**src/rtl/acc_differencer.sv**
```systemverilog
// Recovers addend, carry and signed overflow from an accumulator's running sum.
// Optional ACC_DIFF_OVFCNT_EN adds a saturating overflow-result counter.
module acc_differencer #(
  parameter int WIDTH = 8
) (
  input  logic             clk_i,
  input  logic             rst,
  input  logic             clr_i,
  input  logic [WIDTH-1:0] S_i,
  input  logic             valid_i,
  output logic             ready_o,
  output logic [WIDTH-1:0] A_o,
  output logic             C_o,
  output logic             V_o,
  output logic             valid_o,
`ifdef ACC_DIFF_OVFCNT_EN
  output logic [7:0]       ovf_cnt_o,
`endif
  input  logic             ready_i
);

  logic [WIDTH-1:0] prev;
  logic [WIDTH-1:0] base;
  logic [WIDTH-1:0] diff;
  logic             in_xfer;
  logic             out_xfer;
  logic             c_next;
  logic             v_next;

  assign ready_o  = !valid_o || ready_i;
  assign in_xfer  = valid_i && ready_o;
  assign out_xfer = valid_o && ready_i;

  // A coincident clear makes the incoming sample difference against zero
  assign base   = clr_i ? '0 : prev;
  assign diff   = S_i - base;
  assign c_next = S_i < base;
  assign v_next = (S_i[WIDTH-1] != base[WIDTH-1]) &&
                  (diff[WIDTH-1] != S_i[WIDTH-1]);

  always_ff @(posedge clk_i or posedge rst) begin
    if (rst) begin
      prev    <= '0;
      A_o     <= '0;
      C_o     <= 1'b0;
      V_o     <= 1'b0;
      valid_o <= 1'b0;
    end else if (in_xfer) begin
      prev    <= S_i;
      A_o     <= diff;
      C_o     <= c_next;
      V_o     <= v_next;
      valid_o <= 1'b1;
    end else if (clr_i) begin
      prev    <= '0;
      valid_o <= 1'b0;
    end else if (out_xfer) begin
      valid_o <= 1'b0;
    end
  end

`ifdef ACC_DIFF_OVFCNT_EN
  always_ff @(posedge clk_i or posedge rst) begin
    if (rst) begin
      ovf_cnt_o <= '0;
    end else if (clr_i) begin
      ovf_cnt_o <= '0;
    end else if (in_xfer && v_next && ovf_cnt_o != 8'hFF) begin
      ovf_cnt_o <= ovf_cnt_o + 8'd1;
    end
  end
`endif

endmodule

```
**config.mk**
```make
export PLATFORM = sky130hd
export DESIGN_NAME = acc_differencer
export DESIGN_NICKNAME = d
export VERILOG_FILES = /design/src/rtl/acc_differencer.sv
export SDC_FILE = /design/constraint.sdc
export NUM_CORES = 1
export LEC_CHECK = 0
export BUFFER_PORTS_ARGS = -buffer_cell sky130_fd_sc_hd__buf_2
export CAP_MARGIN = 20
export CORE_MARGIN = 1
export CORE_UTILIZATION = 25
export CTS_CLUSTER_DIAMETER = 150
export DETAILED_ROUTE_END_ITERATION = 16
export PLACE_DENSITY = 0.42
export SYNTH_ARGS = -nofsm -noshare
export SYNTH_HDL_FRONTEND = slang
export SYNTH_SLANG_ARGS = --single-unit
```
**constraint.sdc**
```tcl
create_clock -name clk_i -period 2.1 [get_ports clk_i]
set_input_delay 0.42 -clock clk_i [delete_from_list [all_inputs] [get_ports clk_i]]
set_output_delay 0.42 -clock clk_i [all_outputs]
set_load 0.01 [all_outputs]
```
Word-level counts from Yosys, hierarchy flattened:

Cells that the tools add are included.

* bits of input ports: 13
* bits in read-only memories: 0
* memories kept: 0
* bits in registers: 19
* output and inout bits: 12
* latch bits: 0
* bits in writable memories: 0
* logic and storage cells: 20

* equality and inequality tests: 2
* $add $sub $neg: 1
* shifts and indexed selects: 0
* $lt $le $gt $ge: 1
* divide/modulo/power cells: 0
* muxes and demuxes: 5
* multiply operators: 0
* bitwise operators: 0
* reductions and logical operators: 6

Operators with widths (count)
* 8-bit 2-to-1 mux: 2
* 8-bit less-than comparator: 1
* 8-bit subtractor: 1
* 1-bit logical AND: 3
* 1-bit 2-to-1 mux: 3
* 3-bit nonzero test: 1
* 1-bit inequality test: 2
* 1-bit logical NOT: 1
* 1-bit logical OR: 1

Logic depth before layout (Yosys ltp):

* depth in word-level cells: 4
* gate-level depth with buffers: 8
* mapped depth without buffers: 8

Worst setup path before layout:

Ideal clock, no wire load.

* path kind: input -> register
* from: input clr_i
* to: register V_o
* path slack: 274 ps
* setup time: 92 ps
* path buffers: 0
* arrival: 1734 ps
* data required time: 2008 ps
* stages on the path: 7
* cells stage by stage: nand2b_1 -> ha_1 -> o211ai_2 -> a21oi_2 -> o31a_4 -> xnor2_2 -> o31ai_2

* word-level cells in the longest chain between the ends: 4
* elaborated cells on any way between the ends: 5
* classes of those cells: add/sub: 1; eq/ne: 2; mux: 1; reduce/logical: 1

RTL lines
* start, declared: line 8 `input logic clr_i,`
* 8-bit 2-to-1 mux (*)
* 8-bit subtractor: line 36 `assign diff = S_i - base;`
* 1-bit inequality test: line 39 `(diff[WIDTH-1] != S_i[WIDTH-1]);`
* 1-bit logical AND (*): line 38 `assign v_next = (S_i[WIDTH-1] != base[WIDTH-1]) &&`
* end signal, assigned: line 52 `V_o <= v_next;`
* end, declared: line 14 `output logic V_o,`

Every way passes the cells marked *; elsewhere a longest branch is shown, timed or not.
A chain may end at the register's enable or synchronous reset.

Worst setup path in the final report:

* from: register prev[0]
* to: register C_o

* word-level cells in the longest chain between the ends: 2

RTL lines
* start, declared: line 22 `logic [WIDTH-1:0] prev;`
* start signal, assigned: line 49 `prev <= S_i;`
* 8-bit 2-to-1 mux
* 8-bit less-than comparator: line 37 `assign c_next = S_i < base;`
* end signal, assigned: line 51 `C_o <= c_next;`
* end, declared: line 13 `output logic C_o,`

Every way passes these cells.

==> impl_metrics.env <==
export IMPL_outcome="finished, final reports clean"
export IMPL_cellPowerDensity_nw_per_um2=730.2
export IMPL_yosys_register_bits=19
export IMPL_crit_path_start="prev[0]"
export IMPL_wirelength_um=2289
export IMPL_place_detailed_hpwl_um=1831
export IMPL_synth_warnings=0
export IMPL_ant_nets=0
export IMPL_grt_max_degree=20
export IMPL_cts_resized=0
export IMPL_cts_sinks=19
export IMPL_die_area_um2=4679
export IMPL_pin_count=25
export IMPL_synth_seq_area_share_pct=43.13
export IMPL_grt_antenna_before_repair=0
export IMPL_setup_viol=0
export IMPL_crit_type="reg -> reg"
export IMPL_synthTopCellsByArea="dfrtp_1 (43%), ha_1 (10%), nand2_1 (6.8%)"
export IMPL_wl_per_cell_um=11.86
export IMPL_grt_pass1_wl_um=3726
export IMPL_die_h_um=68.40
export IMPL_cts_tree="built"
export IMPL_pwr_share_comb_pct=28.5
export IMPL_numPortBuffers=24
export IMPL_rows=23
export IMPL_rsz0062_at_grt="no"
export IMPL_syn_area_um2=1102
export IMPL_drt_iter0_markers=36
export IMPL_final_common_cell="buf_2"
export IMPL_critPathLaunchType="register"
export IMPL_seqPwrFrac_pct=44.9
export IMPL_cp_endpoint="C_o"
export IMPL_cts_setup_buffers=0
export IMPL_grt_overflow_total=0
export IMPL_critPathSlowestCell="fa_1"
export IMPL_coreArea_um2=4115
export IMPL_num_vias=827
export IMPL_maxSlewHeadroom_pct=48.88
export IMPL_cts_buffers=3
export IMPL_avgSynthCellArea_um2=9.755
export IMPL_endpoint_kind="register"
export IMPL_arrival_ps=2120
export IMPL_synthesis_nets=136
export IMPL_fin_crit_ps=1968
export IMPL_grt_use_total_pct=11.44
export IMPL_p_int_uw=678.4
export IMPL_drc=0
export IMPL_crit_top_cell="nor2b_1"
export IMPL_switching_share_pct=31.11
export IMPL_fin_crit_sh_pct=93.74
export IMPL_p_clk_share_pct=26.5
export IMPL_place_gp_congestion=0.7494
export IMPL_fmax_mhz=508.0
export IMPL_start_util_pct=26.79
export IMPL_crit_chain="nor2b_1, ha_1, fa_1, nor2b_1, o31ai_2, a21oi_1, o21ai_1, a22o_1"
export IMPL_path_buf_inv=0
export IMPL_nNetsFinal=167
export IMPL_synth_top_area_share_pct=43.13
export IMPL_slew_viol_final=0
export IMPL_critPathTopFamily="adder cells"
export IMPL_most_common_layout_cells="buf_2 (24), nand2_1 (20), dfrtp_1 (19)"
export IMPL_p_sw_uw=306.4
export IMPL_drt_pass1_iter_count=3
export IMPL_antennaDiodeCount=0
export IMPL_first_global_vias=798
export IMPL_synthCells=113
export IMPL_ir_worst_vdd_v=0.0003528
export IMPL_fin_tns_setup_ps=0
export IMPL_hold_ws_ps=286.1
export IMPL_die_x_um=68.40
export IMPL_fin_skew_ps=3.658
export IMPL_cp_required_ps=2250
export IMPL_insertion_delay_ps=260
export IMPL_clockBufferDepth=2
export IMPL_dpl_cell_area_um2=1303
export IMPL_hp_class="in -> async"
export IMPL_vias_per_cell=4.285
export IMPL_clock_root_buffer="clkbuf_8"
export IMPL_maxCapViolations=0
export IMPL_postCtsHoldBufs=0
export IMPL_fin_area_um2=1349
export IMPL_synth_top_area_cell="dfrtp_1"
export IMPL_cts_clk_slew_worst_paths_ps=80
export IMPL_r2r_start="prev[0]"
export IMPL_htreeDepth=1
export IMPL_hold_viol_final=0
export IMPL_critical_path_cell_count=8
export IMPL_r2r_cells=8
export IMPL_reg2reg_to="C_o"
export IMPL_critPathMaxStageDelay_ps=400
export IMPL_worst_pin_slew_ps=765.9
export IMPL_fillers=443
export IMPL_r2r_slack_ps=130
export IMPL_drive_gt1_share_pct=27.97
export IMPL_crit_fanout=3
export IMPL_p_leak_nw=0.6630
export IMPL_netlist_cell_type_count=28
export IMPL_area_growth_pct=22.36
[area by class of cell]
| cell class | count | area, um^2 | share of cell area (%) |
|---|---|---|---|
| sequential | 19 | 475.5 | 35.25 |
| tap | 50 | 62.56 | 4.638 |
| clock inverter | 1 | 5.005 | 0.3711 |
| multi-input combinational | 86 | 588.1 | 43.60 |
| clock buffer | 3 | 41.29 | 3.061 |
| inverter | 5 | 18.77 | 1.391 |
| timing repair buffer | 29 | 157.7 | 11.69 |
[synth_stat cells]
master,instances
and2_1,2
o31ai_1,1
a21oi_2,1
xnor2_2,1
o211ai_2,1
o21a_1,1
xor2_1,3
o21ai_1,10
xnor2_1,1
inv_1,5
fa_1,1
o21ai_0,7
a31o_1,1
a211oi_1,1
dfrtp_1,19
a21oi_1,2
nor2b_1,2
a22o_1,1
o31a_4,1
nor2_1,5
ha_1,9
buf_4,2
or2_2,1
nand2b_1,11
o31ai_2,2
mux2_1,1
buf_2,1
nand2_1,20
[sequential cells by signal, indices dropped and copies added, names as in the netlist]
name     cells
prev         8
V_o          1
A_o          8
valid_o      1
C_o          1
[cells by family after synthesis]
group	Yosys count	share of synthesized area [%]
xor gates and xnor gates	5	4.655
and+or+nand+nor	41	17.59
AOI/OAI and AO/OA	29	18.05
DFF	19	43.13
buffers and inverters	8	3.518
adders and majority gates	10	12.03
muxes	1	1.021
[metal layers]
metal,share of wire (%),vias up,global-route usage [%]
met2,43,19,17.03
li1,-,442,-
met5,0,-,0
met3,5.3,4,3.833
met4,2.2,0,6.250
met1,50,362,14.39
[how the worst min path moves through the flow]
stage,to,depth (start not counted)
6_report,valid_o,2
3_3_place_gp,A_o[0],2
3_5_place_dp,A_o[0],2
4_1_cts,valid_o,2
5_1_grt,A_o[1],2
2_1_floorplan,A_o[0],1
[stage by stage]
step | instances | util [%] | power [mW] | worst slack [ps]
finish | 193 | 32.78 | 0.9849 | 131.6
CTS | 193 | 32.78 | 1.002 | 123.5
global placement | 189 | 31.65 | 0.7329 | 38.42
global route | 193 | 32.78 | 1.054 | 10.20
detailed placement | 189 | 31.65 | 0.7367 | -57.33
floorplan | 113 | - | 0.6356 | 273.7
[power by group through the flow]
stage               Clock [mW]  Sequential, mW  Combinational, mW
floorplan                    0           0.469              0.166
global placement             0           0.449              0.284
detailed placement           0           0.451              0.285
CTS                      0.272           0.444              0.286
global route             0.285           0.450              0.318
finish                   0.261           0.443              0.281
Note: power is estimated with default switching activity, not from simulation.
